<file path="config.mk">
export PLATFORM = sky130hd
export DESIGN_NAME = imem_loader
export DESIGN_NICKNAME = d
export VERILOG_FILES = /design/src/rtl/loader_pkg.sv /design/src/rtl/word_assembler.sv /design/src/rtl/imem_loader.sv
export SDC_FILE = /design/constraint.sdc
export NUM_CORES = 1
export LEC_CHECK = 0
export ABC_AREA = 1
export CAP_MARGIN = 25
export CELL_PAD_IN_SITES_DETAIL_PLACEMENT = 2
export CELL_PAD_IN_SITES_GLOBAL_PLACEMENT = 2
export CORE_MARGIN = 10
export CORE_UTILIZATION = 33
export CTS_CLUSTER_DIAMETER = 60
export CTS_CLUSTER_SIZE = 14
export DETAILED_ROUTE_END_ITERATION = 16
export HOLD_SLACK_MARGIN = 0.15
export PLACE_DENSITY_LB_ADDON = 0.1
export SLEW_MARGIN = 5
export SYNTH_ARGS = -nofsm -noshare
export SYNTH_HDL_FRONTEND = slang
export SYNTH_SLANG_ARGS = --single-unit
export TNS_END_PERCENT = 50
</file>
<file path="constraint.sdc">
create_clock -name clk_i -period 5.09 [get_ports clk_i]
set_input_delay 1.018 -clock clk_i [delete_from_list [all_inputs] [get_ports clk_i]]
set_output_delay 1.018 -clock clk_i [all_outputs]
set_load 0.05 [all_outputs]
</file>
<file path="src/rtl/loader_pkg.sv">
// Shared definitions for the instruction-memory loader.
//   SYNC_BYTE  : frame start marker.
//   ADDR_STEP  : byte-address increment per written word.
//   state_t    : loader FSM state encoding. ST_CSUM is only present when
//                IMEM_LOADER_CHECKSUM_EN is defined.
package loader_pkg;

  localparam logic [7:0]  SYNC_BYTE = 8'hA5;
  localparam logic [31:0] ADDR_STEP = 32'd4;

  typedef enum logic [2:0] {
    ST_SYNC   = 3'd0,
    ST_LEN_LO = 3'd1,
    ST_LEN_HI = 3'd2,
    ST_DATA   = 3'd3,
`ifdef IMEM_LOADER_CHECKSUM_EN
    ST_CSUM   = 3'd4,
`endif
    ST_DONE   = 3'd5,
    ST_ERROR  = 3'd6
  } state_t;

endpackage

</file>
<file path="src/rtl/word_assembler.sv">
// Collects four bytes (little-endian, first byte lands in bits 7:0) into a
// 32-bit word and flags the byte that completes it.
// Ports:
//   clk_i, rst_i  : clock, asynchronous active-high reset
//   byte_valid_i  : byte_i is consumed this cycle
//   byte_i        : incoming byte
//   word_o        : assembled word, valid while word_done_o is high
//   word_done_o   : high in the cycle the fourth byte is presented
module word_assembler
  import loader_pkg::*;
(
  input  logic        clk_i,
  input  logic        rst_i,
  input  logic        byte_valid_i,
  input  logic [7:0]  byte_i,
  output logic [31:0] word_o,
  output logic        word_done_o
);

  logic [1:0]  lane_q;
  logic [23:0] shift_q;

  // Only the first three bytes need storage; the fourth is taken straight
  // from the input so the word is available in the same cycle.
  assign word_o      = {byte_i, shift_q};
  assign word_done_o = byte_valid_i && (lane_q == 2'd3);

  always_ff @(posedge clk_i or posedge rst_i) begin
    if (rst_i) begin
      lane_q  <= 2'd0;
      shift_q <= 24'd0;
    end else if (byte_valid_i) begin
      lane_q  <= lane_q + 2'd1;
      shift_q <= {byte_i, shift_q[23:8]};
    end
  end

endmodule

</file>
<file path="src/rtl/imem_loader.sv">
// Byte-stream program loader: receives a framed program image and writes it
// word by word into the instruction memory, holding the core in reset until
// a complete, valid image has been loaded.
// Frame: A5, N (16-bit LE word count), N x 4-byte LE words[, XOR checksum].
// Optional feature macro: IMEM_LOADER_CHECKSUM_EN (adds trailing checksum byte).
// Ports:
//   clk_i, rst_i           : clock, asynchronous active-high reset
//   rx_valid_i, rx_data_i  : byte stream in
//   rx_ready_o             : always ready outside reset
//   we_o, waddr_o, wdata_o : one-cycle write strobe, byte address, word
//   cpu_rst_o              : core reset, released only in DONE
//   done_o, error_o        : status of the last load
//
// state     | meaning
// ----------+-------------------------------------------------------------
// ST_SYNC   | hunting for the sync byte
// ST_LEN_LO | expecting count low byte
// ST_LEN_HI | expecting count high byte, length validated here
// ST_DATA   | receiving data words, one write per completed word
// ST_CSUM   | expecting checksum byte (checksum build only)
// ST_DONE   | image loaded, core released
// ST_ERROR  | load aborted, waiting for a new sync byte
module imem_loader
  import loader_pkg::*;
#(
  parameter int unsigned DATAWIDTH = 32,
  parameter int unsigned NUMWORDS  = 4096
) (
  input  logic                 clk_i,
  input  logic                 rst_i,
  input  logic                 rx_valid_i,
  input  logic [7:0]           rx_data_i,
  output logic                 rx_ready_o,
  output logic                 we_o,
  output logic [31:0]          waddr_o,
  output logic [DATAWIDTH-1:0] wdata_o,
  output logic                 cpu_rst_o,
  output logic                 done_o,
  output logic                 error_o
);

  state_t      state_q;
  logic [7:0]  len_lo_q;
  logic [15:0] n_words_q;
  logic [15:0] word_idx_q;
  logic        accept;
  logic        asm_valid;
  logic        word_done;
  logic [31:0] asm_word;
  logic [31:0] len_full;
`ifdef IMEM_LOADER_CHECKSUM_EN
  logic [7:0]  csum_q;
`endif

  assign rx_ready_o = ~rst_i;
  assign accept     = rx_valid_i && rx_ready_o;
  assign asm_valid  = accept && (state_q == ST_DATA);
  // Zero-extended so the range check against NUMWORDS cannot overflow.
  assign len_full   = {16'd0, rx_data_i, len_lo_q};

  word_assembler u_word_assembler (
    .clk_i        (clk_i),
    .rst_i        (rst_i),
    .byte_valid_i (asm_valid),
    .byte_i       (rx_data_i),
    .word_o       (asm_word),
    .word_done_o  (word_done)
  );

  always_ff @(posedge clk_i or posedge rst_i) begin
    if (rst_i) begin
      state_q    <= ST_SYNC;
      len_lo_q   <= 8'd0;
      n_words_q  <= 16'd0;
      word_idx_q <= 16'd0;
`ifdef IMEM_LOADER_CHECKSUM_EN
      csum_q     <= 8'd0;
`endif
      we_o       <= 1'b0;
      waddr_o    <= 32'd0;
      wdata_o    <= '0;
      cpu_rst_o  <= 1'b1;
      done_o     <= 1'b0;
      error_o    <= 1'b0;
    end else begin
      we_o <= 1'b0;
      case (state_q)
        ST_SYNC: begin
          if (accept && rx_data_i == SYNC_BYTE) state_q <= ST_LEN_LO;
        end

        ST_LEN_LO: begin
          if (accept) begin
            len_lo_q <= rx_data_i;
            state_q  <= ST_LEN_HI;
          end
        end

        ST_LEN_HI: begin
          if (accept) begin
            n_words_q  <= {rx_data_i, len_lo_q};
            word_idx_q <= 16'd0;
`ifdef IMEM_LOADER_CHECKSUM_EN
            csum_q     <= 8'd0;
`endif
            if (len_full == 32'd0) begin
`ifdef IMEM_LOADER_CHECKSUM_EN
              state_q   <= ST_CSUM;
`else
              state_q   <= ST_DONE;
              done_o    <= 1'b1;
              cpu_rst_o <= 1'b0;
`endif
            end else if (len_full > NUMWORDS) begin
              state_q <= ST_ERROR;
              error_o <= 1'b1;
            end else begin
              state_q <= ST_DATA;
            end
          end
        end

        ST_DATA: begin
`ifdef IMEM_LOADER_CHECKSUM_EN
          if (accept) csum_q <= csum_q ^ rx_data_i;
`endif
          if (word_done) begin
            we_o    <= 1'b1;
            waddr_o <= 32'(word_idx_q) * ADDR_STEP;
            wdata_o <= asm_word;
            // The last word leaves DATA without bumping the index, so it
            // never exceeds N-1.
            if (word_idx_q == n_words_q - 16'd1) begin
`ifdef IMEM_LOADER_CHECKSUM_EN
              state_q   <= ST_CSUM;
`else
              state_q   <= ST_DONE;
              done_o    <= 1'b1;
              cpu_rst_o <= 1'b0;
`endif
            end else begin
              word_idx_q <= word_idx_q + 16'd1;
            end
          end
        end

`ifdef IMEM_LOADER_CHECKSUM_EN
        ST_CSUM: begin
          if (accept) begin
            if (rx_data_i == csum_q) begin
              state_q   <= ST_DONE;
              done_o    <= 1'b1;
              cpu_rst_o <= 1'b0;
            end else begin
              state_q <= ST_ERROR;
              error_o <= 1'b1;
            end
          end
        end
`endif

        ST_DONE, ST_ERROR: begin
          if (accept && rx_data_i == SYNC_BYTE) begin
            state_q   <= ST_LEN_LO;
            cpu_rst_o <= 1'b1;
            done_o    <= 1'b0;
            error_o   <= 1'b0;
          end
        end

        default: begin
          state_q <= ST_SYNC;
        end
      endcase
    end
  end

endmodule

</file>
==> results.md <==
- Status: completed
- Sw frac: 40.1%
- First-pass GRT wire length: 30300 µm
- Final Non-Filler Cells: 1009
- Relative slew margins: 41.1%
- Maximum clock path buffer count: 2
- Max-cap violation count: 0
- Flop2flop setup slack: 2240 ps
- GPL Wtd Cong: 0.780
- Fin Setup TNS: 0 ps
- Mapped cell area: 5930 µm²
- WL per Instance: 18.3 µm
- Clock power frac: 30.3%
- Most frequent CP cell: clkdlybuf4s50_1
- Syn Inst Count: 713
- Initial antenna violation count: 0
- Fillcell total: 1939
- Number of synthesized flops with an enable pin: 0
- N_diodes: 0
- Slowest-stage cell, CP: clkdlybuf4s50_1
- Unrepaired setup endpoints after global routing: false
- Area delta synth->final: 22.7%
- Pins Over Slew Limit: 0
- Setup violations, final: 0
- Post-CTS setup buffer count: 0
- CP cell instances: clkdlybuf4s50_1 > clkinvlp_4 > clkdlybuf4s50_1
- WS Path Type: in2out
- Final WL: 18500 µm
- # DRC: 0
- Core Area: 17500 µm²
- Layout Cell Area excl Fill: 7280 µm²
- R2r startpoint: state_q[1]$_DFFE_PP0P_
- Resize count post-CTS: 0
- Period Utilization, post-route: 67.3%
- Yosys cell types: 38
- Synth async-reset ratio: 100%
- Psw: 0.00155 W
- Clock root buffer: clkbuf_16
- Initial Util: 33.9%
- Clk_lat worst skew: 420 ps
- Crit. End Element: output pin
- Clock sinks: 121
- Synth warn: 0
- Seq pwr share: 37.7%
- Drt via density: 4.93
- Seq/Total Area, Yosys: 51.1%
- Die Wd: 154 µm
- CP peak stage delay: 730 ps
- CTS tree: built
- Total grt overflow: 0
- Most frequent cells in the layout: 213 x nand2_1, 120 x dfrtp_1, 83 x o21ai_0, 63 x clkdlybuf4s50_1, 62 x inv_1
- Logic gate share of total power: 31.9%
- Reg2Reg Depth: 10
- Worst Hold Depth: 2
- All-layer global routing usage: 15.7%
- Worst r2r dst: done_o$_DFFE_PP0P_
- Num CTS Buffers: 17
- Fmax: 292 MHz
- FF+latch area: 3030 µm²
- DR pass1 iterations: 4
- CP Data Required Time: 4070 ps
- Port Buffer Count: 63
- Worst Setup Start Kind: primary input
- Worst min path class: reg2reg
- Final min period: 3420 ps
- Power Dens Cells: 531 nW/µm²
- DIE AREA: 23700 µm²
- Crit path max fanout: 3
- Int Pwr: 0.00232 W
- Area occupied by multi-input gates: 2470 µm²
- Placed cell count: 977
- DRT antenna net count: 0
- Max VDD drop: 255 µV
- Worst-path clk slew: 60 ps
- Leak: 3.38 nW
- Worst Skew: 8.59 ps
- Vias in the first global route: 5448
- Via count: 4973
- Worst-margin pin slew: 881 ps
- Detailed placer's ending HPWL: 13600 µm
- Worst hold start: u_word_assembler.shift_q[5]$_DFFE_PP0P_
- I/O pins: 80
- Ys flop type: dfrtp_1
- Die Y-Extent: 154 µm
- Final hold vios: 0
- Share of layout cells above drive strength 1: 11.2%
- Syn_area_per_cell: 8.32 µm²
- #FFs+latches synth: 121
- Hold Crit Endpoint: wdata_o[5]$_DFFE_PP0P_
- Initial DRC Count: 232
- Fin nets: 786
- Largest net degree at the start of global routing: 87
- Placed cell area: 6690 µm²
- Hold_buf cts: 0
- CP arrival: 2410 ps
- Commonest non-fill, non-tap cell in the layout: nand2_1
- FP Rows: 48
- # H-tree levels: 4
Yosys cell counts, types with 2 or more instances:
| cell type | n | area, µm² |
|---|---|---|
| a21oi_1 | 12 | 60.1 |
| buf_1 | 2 | 7.51 |
| buf_2 | 2 | 10.0 |
| buf_4 | 16 | 120 |
| buf_6 | 2 | 22.5 |
| clkbuf_1 | 18 | 67.6 |
| clkbuf_2 | 2 | 10.0 |
| dfrtp_1 | 120 | 3000 |
| ha_1 | 3 | 37.5 |
| inv_1 | 63 | 236 |
| mux2_2 | 2 | 22.5 |
| nand2_1 | 214 | 803 |
| nand2_2 | 17 | 106 |
| nand2_4 | 2 | 22.5 |
| nand3_1 | 25 | 125 |
| nand3b_1 | 7 | 52.6 |
| nand4_1 | 8 | 50.1 |
| nor2_1 | 41 | 154 |
| nor2_2 | 4 | 25.0 |
| nor2_4 | 3 | 33.8 |
| nor3_1 | 8 | 40.0 |
| nor4_1 | 4 | 25.0 |
| o21ai_0 | 83 | 415 |
| o21ai_1 | 2 | 10.0 |
| o21ai_2 | 14 | 123 |
| o21bai_1 | 3 | 22.5 |
| or2_2 | 5 | 31.3 |
| xnor2_1 | 12 | 105 |
| xor2_1 | 10 | 87.6 |
how the worst max path moves through the flow:
stage,end,slack [ps],from
floorplan,waddr_o[10]$_DFFE_PP0P_,730,rst_i
global placement,waddr_o[13]$_DFFE_PP0P_,1540,rst_i
detailed placement,wdata_o[7]$_DFFE_PP0P_,1380,rst_i
CTS,rx_ready_o,1650,rst_i
global route,wdata_o[4]$_DFFE_PP0P_,1540,rst_i
finish,rx_ready_o,1670,rst_i
power by group through the flow:
stage,Combinational [W],Sequential [W],Clock [W]
final,0.00123,0.00146,0.00117
after global routing,0.00139,0.00150,0.00125
after CTS,0.00126,0.00146,0.00120
after detailed placement,0.00124,0.00147,0
after global placement,0.00119,0.00145,0
after floorplan,0.000749,0.00158,0
layout make-up:
cell class / instances / area share [%]
Clock buffer: 19 / 6.22
Clock inverter: 12 / 1.55
Inverter: 64 / 3.35
Multi-Input combinational cell: 500 / 33.9
Sequential cell: 121 / 41.6
Tap cell: 225 / 3.87
Timing Repair Buffer: 68 / 9.46
metal layers:
| layer | vias up | global-route usage, % | routed length, µm |
|---|---|---|---|
| li1 | 2359 | - | - |
| met1 | 2508 | 20.1 | 8590 |
| met2 | 88 | 25.6 | 8800 |
| met3 | 18 | 4.16 | 839 |
| met4 | 0 | 4.36 | 219 |
| met5 | - | 0 | 0 |
registers in the layout, indices dropped and copies added, names as in the netlist:
name,flops
n_words_q,16
u_word_assembler.shift_q,24
state_q,3
done_o,1
word_idx_q,16
waddr_o,16
error_o,1
len_lo_q,8
we_o,1
cpu_rst_o,1
u_word_assembler.lane_q,2
wdata_o,32
critical path, delay by kind of cell:
kind     cells  cell delay [ps]
buf+inv      3             1380
logic make-up after synthesis:
kind of cell | after synthesis | share of synthesized area, %
other | 1 | 0.0632
AO/OA/AOI/OAI | 117 | 11.1
XOR/XNOR | 22 | 3.25
multiplexers | 2 | 0.380
buffers and inverters | 107 | 8.31
adder cells (fa/ha/maj) | 3 | 0.633
AND/OR/NAND/NOR | 340 | 25.2
flip-flops | 121 | 51.1
per-stage QoR:
stage / power, W / utilization [%] / worst slack [ps] / hold WS, ps
2_1_floorplan: 0.00233 / - / 732 / 442
5_1_grt: 0.00414 / 41.6 / 1540 / 516
4_1_cts: 0.00391 / 41.5 / 1650 / 494
6_report: 0.00387 / 41.6 / 1670 / 488
3_3_place_gp: 0.00264 / 38.3 / 1540 / 463
3_5_place_dp: 0.00272 / 38.3 / 1380 / 471
Power figures use the tool's default switching activity.
